<file path="src/rtl/c_seq_gen_control.sv">
// Controlled length-31 Gold sequence generator: seed, warm-up, skip, show-ahead words.
// Optional macro C_SEQ_GET_COUNT_EN adds o_get_count (accepted gets since start).
module c_seq_gen_control #(
  parameter int nGenBit     = 2,
  parameter int WARMUP_STEP = 32,
  parameter int NC          = 1600
) (
  input  logic               clk,
  input  logic               rst,
  input  logic               i_start,
  input  logic               i_get,
  input  logic [30:0]        i_init,
  input  logic [15:0]        i_threshold,
  output logic [nGenBit-1:0] o_gen_bit,
  output logic               o_valid,
  output logic               o_gen_done
`ifdef C_SEQ_GET_COUNT_EN
  ,
  output logic [15:0]        o_get_count
`endif
);

  localparam logic [15:0] WARM_LAST = 16'(NC / WARMUP_STEP - 1);

  typedef enum logic [2:0] {
    S_IDLE,
    S_WARM,
    S_SKIP,
    S_FILL,
    S_READY
  } state_t;

  state_t state_q, state_d;

  logic [30:0]        x1_q, x1_d;
  logic [30:0]        x2_q, x2_d;
  logic [15:0]        cnt_q, cnt_d;
  logic [15:0]        thr_q, thr_d;
  logic [nGenBit-1:0] word_q, word_d;
  logic               valid_q, valid_d;
  logic               done_q, done_d;

  logic [30:0]        wx1, wx2;
  logic [30:0]        gx1, gx2;
  logic [nGenBit-1:0] gword;

  function automatic logic [30:0] nx1(input logic [30:0] x);
    return {x[3] ^ x[0], x[30:1]};
  endfunction

  function automatic logic [30:0] nx2(input logic [30:0] x);
    return {x[3] ^ x[2] ^ x[1] ^ x[0], x[30:1]};
  endfunction

  // Bit i of each register holds x(n+i); one step shifts in x(n+31).
  always_comb begin : warm_adv
    logic [30:0] a1;
    logic [30:0] a2;
    a1 = x1_q;
    a2 = x2_q;
    for (int i = 0; i < WARMUP_STEP; i++) begin
      a1 = nx1(a1);
      a2 = nx2(a2);
    end
    wx1 = a1;
    wx2 = a2;
  end

  always_comb begin : gen_adv
    logic [30:0] a1;
    logic [30:0] a2;
    a1    = x1_q;
    a2    = x2_q;
    gword = '0;
    for (int k = 0; k < nGenBit; k++) begin
      gword[k] = a1[0] ^ a2[0];
      a1 = nx1(a1);
      a2 = nx2(a2);
    end
    gx1 = a1;
    gx2 = a2;
  end

  always_comb begin
    state_d = state_q;
    x1_d    = x1_q;
    x2_d    = x2_q;
    cnt_d   = cnt_q;
    thr_d   = thr_q;
    word_d  = word_q;
    valid_d = valid_q;
    done_d  = 1'b0;
    if (i_start) begin
      state_d = S_WARM;
      x1_d    = 31'd1;
      x2_d    = i_init;
      cnt_d   = '0;
      thr_d   = i_threshold;
      word_d  = '0;
      valid_d = 1'b0;
    end else begin
      unique case (state_q)
        S_IDLE: ;
        S_WARM: begin
          x1_d  = wx1;
          x2_d  = wx2;
          cnt_d = cnt_q + 16'd1;
          if (cnt_q == WARM_LAST) begin
            cnt_d   = '0;
            state_d = (thr_q == 16'd0) ? S_FILL : S_SKIP;
          end
        end
        S_SKIP: begin
          x1_d  = gx1;
          x2_d  = gx2;
          cnt_d = cnt_q + 16'd1;
          if (cnt_q == thr_q - 16'd1) begin
            cnt_d   = '0;
            state_d = S_FILL;
          end
        end
        // Prefetch the first word so it is shown ahead of any get.
        S_FILL: begin
          word_d  = gword;
          x1_d    = gx1;
          x2_d    = gx2;
          valid_d = 1'b1;
          done_d  = 1'b1;
          state_d = S_READY;
        end
        S_READY: begin
          if (i_get) begin
            word_d = gword;
            x1_d   = gx1;
            x2_d   = gx2;
          end
        end
        default: state_d = S_IDLE;
      endcase
    end
  end

  always_ff @(posedge clk or negedge rst) begin
    if (!rst) begin
      state_q <= S_IDLE;
      x1_q    <= '0;
      x2_q    <= '0;
      cnt_q   <= '0;
      thr_q   <= '0;
      word_q  <= '0;
      valid_q <= 1'b0;
      done_q  <= 1'b0;
    end else begin
      state_q <= state_d;
      x1_q    <= x1_d;
      x2_q    <= x2_d;
      cnt_q   <= cnt_d;
      thr_q   <= thr_d;
      word_q  <= word_d;
      valid_q <= valid_d;
      done_q  <= done_d;
    end
  end

  assign o_gen_bit  = word_q;
  assign o_valid    = valid_q;
  assign o_gen_done = done_q;

`ifdef C_SEQ_GET_COUNT_EN
  logic [15:0] gcnt_q;

  always_ff @(posedge clk or negedge rst) begin
    if (!rst) begin
      gcnt_q <= '0;
    end else if (i_start) begin
      gcnt_q <= '0;
    end else if (valid_q && i_get) begin
      gcnt_q <= gcnt_q + 16'd1;
    end
  end

  assign o_get_count = gcnt_q;
`endif

endmodule

</file>
<file path="config.mk">
export PLATFORM = sky130hd
export DESIGN_NAME = c_seq_gen_control
export DESIGN_NICKNAME = d
export VERILOG_FILES = /design/src/rtl/c_seq_gen_control.sv
export SDC_FILE = /design/constraint.sdc
export NUM_CORES = 1
export LEC_CHECK = 0
export ABC_AREA = 1
export CELL_PAD_IN_SITES_DETAIL_PLACEMENT = 1
export CELL_PAD_IN_SITES_GLOBAL_PLACEMENT = 1
export CORE_UTILIZATION = 51
export DETAILED_ROUTE_END_ITERATION = 8
export DONT_BUFFER_PORTS = 1
export GPL_ROUTABILITY_DRIVEN = 0
export GPL_TIMING_DRIVEN = 0
export PLACE_DENSITY_LB_ADDON = 0.1
export SETUP_SLACK_MARGIN = 0.5
export SLEW_MARGIN = 20
export SYNTH_ARGS = -nofsm -noshare
export SYNTH_HDL_FRONTEND = slang
export SYNTH_SLANG_ARGS = --single-unit
</file>
<file path="constraint.sdc">
create_clock -name clk -period 5.3 [get_ports clk]
set_input_delay 1.06 -clock clk [delete_from_list [all_inputs] [get_ports clk]]
set_output_delay 1.06 -clock clk [all_outputs]
set_load 0.05 [all_outputs]
</file>
==> results of run 1 <==
==> sequential cells by signal (all words and copies together), names as in the netlist <==
name and count:
thr_q 16, x1_q 31, cnt_q 16, x2_q 31
o_gen_done 1, o_valid 1, state_q 3, o_gen_bit 2
==> report_power, final <==
| part | leakage (nW) | switching (mW) | internal, mW |
|---|---|---|---|
| Clock | 0.162 | 0.326 | 0.422 |
| Combinational | 1.61 | 1.41 | 1.01 |
| Sequential | 1.29 | 0.354 | 1.01 |
| Total | 3.06 | 2.09 | 2.45 |
==> metal layers <==
metal / routed length, µm / vias to the layer above / GRT usage
met5: 0 / - / 0
met4: 536 / 0 / 0.115
met3: 563 / 38 / 0.0617
met2: 10200 / 94 / 0.575
met1: 7970 / 2957 / 0.351
li1: - / 2858 / -
==> synthesized netlist by cell type, types with 3 or more instances <==
master / count
nor3_1: 4
inv_2: 11
o21ai_1: 35
dfrtp_1: 101
nand2_1: 225
nor2_2: 9
nor3_2: 3
clkbuf_1: 22
o211ai_1: 5
ha_1: 3
buf_2: 19
nand4_1: 10
o21ai_2: 9
nor2_1: 49
o31ai_1: 3
a21oi_1: 62
inv_1: 45
nand3_1: 24
xor2_1: 19
xnor2_1: 91
o21ai_0: 101
nand2_2: 3
==> worst reg2reg max path, stage by stage, from the launching register on <==
cell and delay (ns):
dfrtp_1 0.39, inv_1 0.17, ha_1 0.30, nand2_1 0.09, nor2_1 0.15, nand2_1 0.11
nand3_1 0.09, nand2_1 0.06, nor2_1 0.20, nand2_1 0.09, nor2_2 0.16, nand4_4 0.13
nand2_4 0.14, buf_12 0.15, a21oi_2 0.06
==> final timing paths <==
check	from	to	slack, ns	cells past startpoint
worst max register to register	thr_q[0]$_DFFE_PN0P_	cnt_q[0]$_DFFE_PN0P_	2.90	14
max in group asynchronous	rst	x2_q[17]$_DFFE_PN0P_	4.69	0
min in group clk	thr_q[13]$_DFFE_PN0P_	thr_q[13]$_DFFE_PN0P_	0.54	2
worst max-delay path	thr_q[0]$_DFFE_PN0P_	cnt_q[0]$_DFFE_PN0P_	2.90	14
worst min-delay path	rst	thr_q[2]$_DFFE_PN0P_	0.39	0
worst min register to register	thr_q[13]$_DFFE_PN0P_	thr_q[13]$_DFFE_PN0P_	0.54	2
==> kinds of logic after synthesis <==
logic type | count (synthesis) | share of synthesized area
flip-flops | 101 | 0.387
buffers and inverters | 99 | 0.0630
AO/OA/AOI/OAI | 223 | 0.183
AND/OR/NAND/NOR | 333 | 0.215
XOR/XNOR | 110 | 0.147
adder cells (fa/ha/maj) | 3 | 0.00574
==> metrics by stage <==
stage	instance area, µm²	setup slack [ns]
floorplan	6540	3.15
global placement	6750	2.65
detailed placement	6750	2.56
CTS	7080	2.92
global route	7080	2.76
finish	7080	2.90
==> cell usage in the layout (no fill, tap or decap), drive strengths merged <==
cell type    n
a2111oi      1
a21oi       63
a22oi        1
a31o         1
buf         21
bufinv       2
clkbuf      31
clkinv       3
dfrtp      101
ha           3
inv         58
nand2      229
nand3       25
nand4       11
nor2        59
nor3         7
nor4         1
o211ai       5
o21ai      145
o21bai       1
o221ai       2
o22ai        1
o31ai        3
or2          1
xnor2       91
xor2        19
==> area by class of cell <==
class / count / share of cell area
Multi-Input combinational cell: 669 / 0.508
Inverter: 56 / 0.0297
Sequential cell: 101 / 0.357
Clock buffer: 9 / 0.0318
Buffer: 43 / 0.0285
Tap cell: 168 / 0.0297
Clock inverter: 7 / 0.0150
==> summary.txt, run 1 <==
Route
  • Vias per inst: 5.65
  • Drt first-iter violations: 246
  • DRC Markers: 0
  • Final WL: around 19,000 µm
  • Vias: about 5,900
  • Drt first pass iters: 4
  • Antenna Nets Post-Route: 0
  • WL/cell: 18.3 µm

Synthesis
  • Synth area leaders: dfrtp_1 39%, nand2_1 13%, xnor2_1 12%
  • Synth Flop Type: dfrtp_1
  • Syn avg cell area: roughly 7.5 µm²
  • Async SR Flop Fraction: 1.00
  • Cell Area, Synth: 0.00654 mm²
  • Yosys top cell by area: dfrtp_1
  • Ys Warns: 0
  • Distinct cells, synth: 37
  • Syn Nets: 923
  • Post-synth top area share: 0.387
  • Seq cells post-synth: around 100
  • Sequential fraction of the synthesis area: 0.387
  • EDFF count, synth: 0
  • Mapped Cells: 869

Clock network
  • Post-CTS Hold Fix Bufs: 0
  • CTS tree: built
  • Max H-tree Level: 3
  • Postcts setup bufs: 0
  • Post-CTS Resized: 0
  • Clock tree sinks: 101
  • Clock Latency Late Sink: approximately 0.36 ns
  • Root Buffer: clkbuf_16
  • CTS Buf Count: 9
  • Clock transition at path regs: 0.07 ns
  • Clk buf depth: 2

Setup path
  • Critical Path, Cell by Cell: inv_1, ha_1, nand2_1, nor2_1, nand2_1, nand3_1, nand2_1, nor2_1, nand2_1, nor2_2, nand4_4, nand2_4, buf_12, a21oi_2
  • CP delay by family, top: simple AND/OR/NAND/NOR gates
  • Critical-path top delay cell: dfrtp_1
  • Worst Setup End Kind: flop
  • Crit path DAT: 2.64 ns
  • Worst Path Required: 5.54 ns
  • Crit Path Class: reg2reg
  • Crit Path Max Fanout: 10
  • Slowest cell delay on critical path: 0.39 ns
  • Setup crit start kind: flop
  • Buffer and inverter count on the worst path: 2
  • Crit-path most repeated cell: nand2_1

STA
  • Setup tns final: 0 ns
  • Period utilisation layout: 0.452
  • FMAX: ~0.42 GHz
  • Tmin final: 2.40 ns
  • RSZ-0062 raised after global routing: false
  • Rel. slew slack: 0.602
  • Fin. Hold Viols: 0
  • Tightest Pin Transition: 0.598 ns
  • Clk_skew: 0.0126 ns
  • Setup violations, final: 0
  • Hold Worst Slack: a little under 0.4 ns
  • Slew Limit Fails: 0

Placement
  • Placed cells: 1,037
  • Hpwl dp: 14,000 µm
  • IO Port Bufs: 0

Global route
  • Vias in the first global route: 6,490
  • First-pass GRT wire length: 31,700 µm
  • Initial antenna violation count: 0
  • GR Overflow Total: 0
  • Total GRT Usage: 0.310
  • Largest net degree at the start of global routing: just over 100

Floorplan
  • Core area: 0.0123 mm²
  • Num rows: 40
  • Initial core utilization: 0.533
  • Io pins: 55
  • Die area: 0.0133 mm²
  • Die Y: 115 µm
  • Die width: roughly 120 µm

Min path
  • Hold Path Class: in2async

Power
  • Total Power: 4.53 mW
  • Pwr Density: 641 mW/mm²
  • Maximum vdd drop: 0.333 mV
  • Leak: around 3 nW

Layout
  • Share of layout cells above drive strength 1: 0.0881
  • Area of the multi-input gates: 0.00360 mm²
  • Finished Layout Cells: 1,053
  • Fin nets: 934
  • Storage cell area: 0.00253 mm²
  • Area Growth Syn to Fin: 8.29%
  • # fillers: 1,593
  • Fin util: 0.577
  • Diodes inserted: 0

Status
  • Outcome: complete, no violations

Job
  • Max-Cap Viols: 0
No activity file was read; power rests on OpenSTA's default activity.
==> run 2, diff against run 1 <==
--- a/config.mk
+++ b/config.mk
@@ -8,7 +8,7 @@
 export ABC_AREA = 1
 export CELL_PAD_IN_SITES_DETAIL_PLACEMENT = 1
 export CELL_PAD_IN_SITES_GLOBAL_PLACEMENT = 1
-export CORE_UTILIZATION = 51
+export CORE_UTILIZATION = 43
 export DETAILED_ROUTE_END_ITERATION = 8
 export DONT_BUFFER_PORTS = 1
 export GPL_ROUTABILITY_DRIVEN = 0
==> constraint.sdc (replaced) <==
create_clock -name clk -period 2.2 [get_ports clk]
set_input_delay 0.44 -clock clk [delete_from_list [all_inputs] [get_ports clk]]
set_output_delay 0.44 -clock clk [all_outputs]
set_load 0.05 [all_outputs]
==> run 2 against run 1 <==
Sequential power grew to 2.6 times the previous value. Critical path type unchanged. Die area increased by 18%. Global-route usage fell by 5.0 points. The run now ends with negative hold slack left.
==> summary.txt, run 2 (synthesis results as in run 1) <==
Global route
  • Vias in the first global route: 6,459 (-0.48%)
  • Largest net degree at the start of global routing: 102 (unchanged)
  • Initial antenna violation count: 0 (unchanged)
  • Total GRT Usage: 0.260 (-0.0503)
  • First-pass GRT wire length: 32,300 µm (+1.7%)
  • GR Overflow Total: 0 (unchanged)

Placement
  • Hpwl dp: 14,100 µm (+1.2%)
  • Placed Area: 0.00678 mm² (+0.48%)
  • Placed cells: 1,053 (+1.5%)
  • Dpl ws: -0.00657 ns (-2.56 ns)
  • IO Port Bufs: 0 (unchanged)

Route
  • Antenna Nets Post-Route: 0 (unchanged)
  • Final WL: 23,400 µm (+22%)
  • Drt first-iter violations: 274 (+11%)
  • DRC Markers: 0 (unchanged)
  • Vias per inst: 5.72 (+1.3%)
  • Drt first pass iters: 7 (+3)
  • WL/cell: 21.1 µm (+15%)
  • Vias: 6,356 (+6.9%)

Layout
  • # fillers: 1,730 (+8.6%)
  • Diodes inserted: 0 (unchanged)
  • Finished Layout Cells: 1,111 (+5.5%)
  • Top flop regs: x1_q: 31 flops, x2_q: 31 flops
  • Post-Layout Inst Area: 0.00854 mm² (+21%)
  • Area Growth Syn to Fin: 30.6%
  • Share of layout cells above drive strength 1: 0.289 (+0.201)
  • Commonest non-fill, non-tap cell in the layout: nand2_1
  • Commonest cells after routing, fill and taps aside: 180 x nand2_1, 96 x dfrtp_1, 86 x xnor2_1
  • Fin util: 0.581 (+0.00352)
  • Fin nets: 976 (+4.5%)

Clock network
  • CTS Buf Count: 9 (unchanged)
  • Clk buf depth: 2 (unchanged)
  • CTS tree: built
  • Clock Latency Late Sink: 0.36 ns (about the same)
  • Root Buffer: clkbuf_16
  • Max H-tree Level: 3 (unchanged)
  • Clock tree sinks: 101 (unchanged)
  • Clock transition at path regs: 0.07 ns (about the same)

Power
  • P_int: 7.65 mW (+210%)
  • Leak: 3.75 nW (+23%)
  • Sw frac: 0.460 (-0.000827)
  • Pwr Density: 1660 mW/mm² (+160%)
  • Maximum vdd drop: 0.935 mV (+180%)
  • Gate power share: 0.611 (+0.077)
  • Sequential Power Share: 0.247 (-0.054)
  • Switch Pwr: 6.51 mW (+210%)
  • Clock Power Share: 0.142 (-0.023)

Setup path
  • Critical path launch point: thr_q[1]$_DFFE_PN0P_
  • Critical Path, Cell by Cell: inv_2, ha_4, inv_2, nand2_1, nand4_1, nor2_1, nand2_1, nor2_1, nand2_1, nor2_4, nand4_4, nand2_4, buf_12, o21ai_2
  • Reg-to-reg startpoint: thr_q[1]$_DFFE_PN0P_
  • Critical-path top delay cell: dfrtp_1
  • Worst Setup End Kind: flop
  • Setup crit start kind: flop
  • CP delay by family, top: simple AND/OR/NAND/NOR gates
  • Crit path DAT: 2.30 ns (-0.34 ns)
  • Slowest cell delay on critical path: 0.38 ns (about the same)
  • Buffer and inverter count on the worst path: 3 (+1)
  • Crit-path most repeated cell: nand2_1
  • Worst Path Required: 2.44 ns (-3.10 ns)
  • Crit Path Max Fanout: 10 (unchanged)
  • Crit Path Class: reg2reg

STA
  • Tmin final: 2.06 ns (-0.339 ns)
  • Hold Worst Slack: -0.222 ns (-0.611 ns)
  • Tightest Pin Transition: 0.703 ns (+0.105 ns)
  • FMAX: 0.486 GHz (+16%)
  • Fin. Hold Viols: 101 (+101)
  • Worst Setup Slack, final: 0.142 ns (-2.76 ns)
  • Setup violations, final: 0 (unchanged)
  • Slew Limit Fails: 0 (unchanged)
  • Rel. slew slack: 0.531 (-0.0701)
  • Period utilisation layout: 0.936 (+0.483)
  • RSZ-0062 raised after global routing: true
  • Clk_skew: 0.0105 ns (-0.00213 ns)

Floorplan
  • Die width: 125 µm (+8.7%)
  • Die area: 0.0157 mm² (+18%)
  • Core area: 0.0147 mm² (+20%)
  • Die Y: 125 µm (+8.7%)
  • Initial core utilization: 0.445 (-0.0884)
  • Io pins: 55 (unchanged)
  • Num rows: 44 (+10%)

Min path
  • Hold Path Class: in2async

Status
  • Outcome: complete, but fails checks
  • Failing checks: negative hold slack

Job
  • Max-Cap Viols: 0 (unchanged)
==> run 2: power groups by stage <==
stage               logic (mW)  clock network (mW)  registers [mW]
floorplan                 4.61                   0            3.09
global placement          5.44                   0            3.26
detailed placement        5.73                   0            3.29
CTS                       5.99                2.03            3.28
global route              9.31                2.09            3.58
finish                    8.65                2.01            3.50
==> run 2: path summary, 6_finish.rpt <==
check / slack, ns / endpoint / cells past startpoint
max: 0.14 / cnt_q[12]$_DFFE_PN0P_ / 14
min: -0.22 / thr_q[2]$_DFFE_PN0P_ / 0
max reg2reg: 0.14 / cnt_q[12]$_DFFE_PN0P_ / 14
min reg2reg: 0.55 / thr_q[13]$_DFFE_PN0P_ / 2
max in group asynchronous: 2.20 / state_q[2]$_DFFE_PN0P_ / 0
min in group clk: 0.20 / thr_q[13]$_DFFE_PN0P_ / 2
==> run 2: what timing repair did <==
action,in CTS,in global routing
endpoints found under the setup margin,81,81
gates cloned,0,13
endpoints found under the hold margin,101,101
pin swaps,3,20
buffers inserted,8,21
resized for setup,39,289
==> run 2: final cells by class <==
type                    count  area (µm²)  area share
flip-flops and latches    101        2530       0.297
repair buffers             42         592      0.0693
plain buffers              43         365      0.0428
clock buffers              10         229      0.0268
clock inverters             6         134      0.0157
inverters                  56         228      0.0267
well taps                 184         230      0.0270
multi-input cells         669        4230       0.495
==> run 2: per-layer routing <==
layer | up-vias | global-route usage | wire (µm)
li1 | 2949 | - | -
met1 | 3228 | 0.302 | 9390
met2 | 125 | 0.476 | 12600
met3 | 54 | 0.0458 | 697
met4 | 0 | 0.0976 | 758
met5 | - | 0 | 0
==> run 2: stage by stage <==
stage	hold WS, ns	total power [mW]	TNS (ns)
after floorplan	0.144	7.70	0
after global placement	0.149	8.69	0
after detailed placement	0.149	9.01	-0.00657
after CTS	-0.232	11.3	0
after global routing	-0.240	15.0	-0.00707
final	-0.222	14.2	0
==> patch: new RTL, config.mk and constraints of run 1 <==
Add an input register stage for `i_init` and `i_threshold`, without a reset; this delays them by one clock. The other inputs are not delayed to match.
--- a/src/rtl/c_seq_gen_control.sv
+++ b/src/rtl/c_seq_gen_control.sv
@@ -29,6 +29,14 @@
     S_FILL,
     S_READY
   } state_t;
+
+  logic [30:0] i_init_q;
+  logic [15:0] i_threshold_q;
+
+  always_ff @(posedge clk) begin
+    i_init_q      <= i_init;
+    i_threshold_q <= i_threshold;
+  end
 
   state_t state_q, state_d;
 
@@ -93,9 +101,9 @@
     if (i_start) begin
       state_d = S_WARM;
       x1_d    = 31'd1;
-      x2_d    = i_init;
+      x2_d    = i_init_q;
       cnt_d   = '0;
-      thr_d   = i_threshold;
+      thr_d   = i_threshold_q;
       word_d  = '0;
       valid_d = 1'b0;
     end else begin
Behaviour: no difference found for any inputs over 10 cycles, from zero or initial values and one cycle with rst low; that may be too few to reach the edited logic, so the function may still have changed.
==> patch against run 1 <==
  * Routed wire length grew 9.8%
  * Final area grew 21%
  * First-iteration DRC count grew 3.3%
  * Total power grew 25%
  * Sequential cell count grew 47
  * Area after synthesis grew 18%
  * Combinational power grew 12%
  * Worst setup slack lost 0.15 ns
  * Count of clock-buffer cells in the layout grew 11
  * Critical path type is now in2reg
  * Largest cell class unchanged
==> patch: results (changes against run 1) <==
<table>
<tr><th>Metric</th><th>Value</th></tr>
<tr><th colspan="2">Synthesis</th></tr>
<tr><td>Dominant cells by area after synthesis</td><td>dfrtp_1 (33%), dfxtp_1 (12%), nand2_1 (12%), xnor2_1 (10%), o21ai_0 (5.3%)</td></tr>
<tr><td>Number of unique standard cell types used by synthesis</td><td>35 (-5.4%)</td></tr>
<tr><td>Synth async-reset ratio</td><td>0.682 (-0.318)</td></tr>
<tr><td>Synth top cells by count</td><td>nand2_1 (246), dfrtp_1 (101), xnor2_1 (90), o21ai_0 (82), nor2_1 (69)</td></tr>
<tr><td>Sequential cell area fraction in the yosys report</td><td>0.448 (+0.0616)</td></tr>
<tr><th colspan="2">Critical path</th></tr>
<tr><td>Data arrival time of the critical path</td><td>2.89 ns (+0.25 ns)</td></tr>
<tr><td>Launching instance or port of the critical path</td><td>i_start</td></tr>
<tr><td>Depth of the most critical reg-to-reg path</td><td>10 (-4)</td></tr>
<tr><td>Setup slack, reg-to-reg</td><td>2.97 ns (+0.07 ns)</td></tr>
<tr><td>Reg-to-reg startpoint</td><td>state_q[0]</td></tr>
<tr><td>CP endpoint</td><td>x2_q[26]</td></tr>
<tr><th colspan="2">GRT</th></tr>
<tr><td>Global-route wire length before repair</td><td>35.9 mm (+13%)</td></tr>
<tr><td>Via count of the first global-routing pass</td><td>7289 (+12%)</td></tr>
<tr><td>Overall Global Routing Usage</td><td>0.292 (-0.0181)</td></tr>
<tr><th colspan="2">Route</th></tr>
<tr><td>Violation count after the first detailed-routing iteration</td><td>254 (+3.3%)</td></tr>
<tr><td>Wirelength, routed</td><td>21.1 mm (+9.8%)</td></tr>
<tr><td>Post-DR vias/cell</td><td>5.59 (-0.94%)</td></tr>
<tr><th colspan="2">Placed design</th></tr>
<tr><td>Detailed-placement wirelength estimate</td><td>14.8 mm (+6.2%)</td></tr>
<tr><td>Placement Cell Area</td><td>7970 µm² (+18%)</td></tr>
<tr><th colspan="2">Clock network</th></tr>
<tr><td>Inserted Clock Buffers</td><td>17 (+8)</td></tr>
<tr><td>CTS HTree Levels</td><td>4 (+1)</td></tr>
<tr><th colspan="2">Power and ir drop</th></tr>
<tr><td>Total leakage power</td><td>3.73 nW (+22%)</td></tr>
<tr><td>Peak supply drop</td><td>0.358 mV (+7.4%)</td></tr>
<tr><th colspan="2">Finish</th></tr>
<tr><td>Nets@finish</td><td>1041 (+11%)</td></tr>
<tr><td>Layout cell share with drive strength beyond 1</td><td>0.0690 (-0.0191)</td></tr>
<tr><td>Top Registers</td><td>i_init_q (31), x1_q (31), x2_q (31)</td></tr>
<tr><th colspan="2">STA</th></tr>
<tr><td>Post-Route Hold Slack</td><td>0.321 ns (-0.0677 ns)</td></tr>
<tr><td>Clock skew after layout</td><td>0.0113 ns (-0.00129 ns)</td></tr>
<tr><th colspan="2">Status</th></tr>
<tr><td>Outcome</td><td>finished clean</td></tr>
</table>
[patch: layer usage]
metal  vias up  wire length [µm]  share of wire  global-route usage
li1       3191                 -              -                   -
met1      3275              8930           0.42               0.339
met2       114             11000           0.52               0.523
met3        44               603          0.029              0.0582
met4         0               642          0.030               0.128
met5         -                 0              0                   0
[patch: final cells by class]
type,instances,area (µm²)
clock inverters,12,115
plain buffers,45,189
multi-input cells,712,3840
well taps,184,230
flip-flops and latches,148,3470
inverters,63,236
fillers,1806,6080
clock buffers,20,478
[patch: worst min path at each step]
stage                       from        end  depth (start not counted)
5_1_grt                      rst   x2_q[11]                          0
3_5_place_dp    i_threshold_q[8]   thr_q[8]                          2
3_3_place_gp    i_threshold_q[8]   thr_q[8]                          2
4_1_cts                      rst   x2_q[11]                          0
2_1_floorplan  i_threshold_q[13]  thr_q[13]                          2
6_report                     rst   x2_q[11]                          0
[patch: cell families (layout without fill, tap and decap cells)]
kind of cell / count (synthesis) / count (layout) / share of synthesized area
buffers and inverters: 108 / 140 / 0.0550
XOR/XNOR: 113 / 113 / 0.128
AND/OR/NAND/NOR: 405 / 405 / 0.227
flip-flops: 148 / 148 / 0.448
AO/OA/AOI/OAI: 191 / 191 / 0.137
adder cells (fa/ha/maj): 3 / 3 / 0.00485
[patch: worst max-delay path: stages]
cell and delay, ns:
clkbuf_1 0.39, nor2_1 0.15, o21ai_0 0.11, nand2_1 0.22, clkinv_1 0.21, clkbuf_1 0.43, nor2_1 0.13, a21oi_1 0.19
[patch: power by group]
part,total (mW),internal [mW],switching [mW]
Clock,1.21,0.706,0.502
Combinational,2.70,1.10,1.60
Sequential,1.77,1.40,0.375
[patch: through the flow]
stage                     setup WS, ns  power, mW  std cells
after CTS                         2.83       5.69       1184
final                             2.75       5.68       1184
after global routing              2.60       6.10       1184
after floorplan                   3.05       3.78        968
after global placement            2.48       4.24       1152
after detailed placement          2.44       4.39       1152
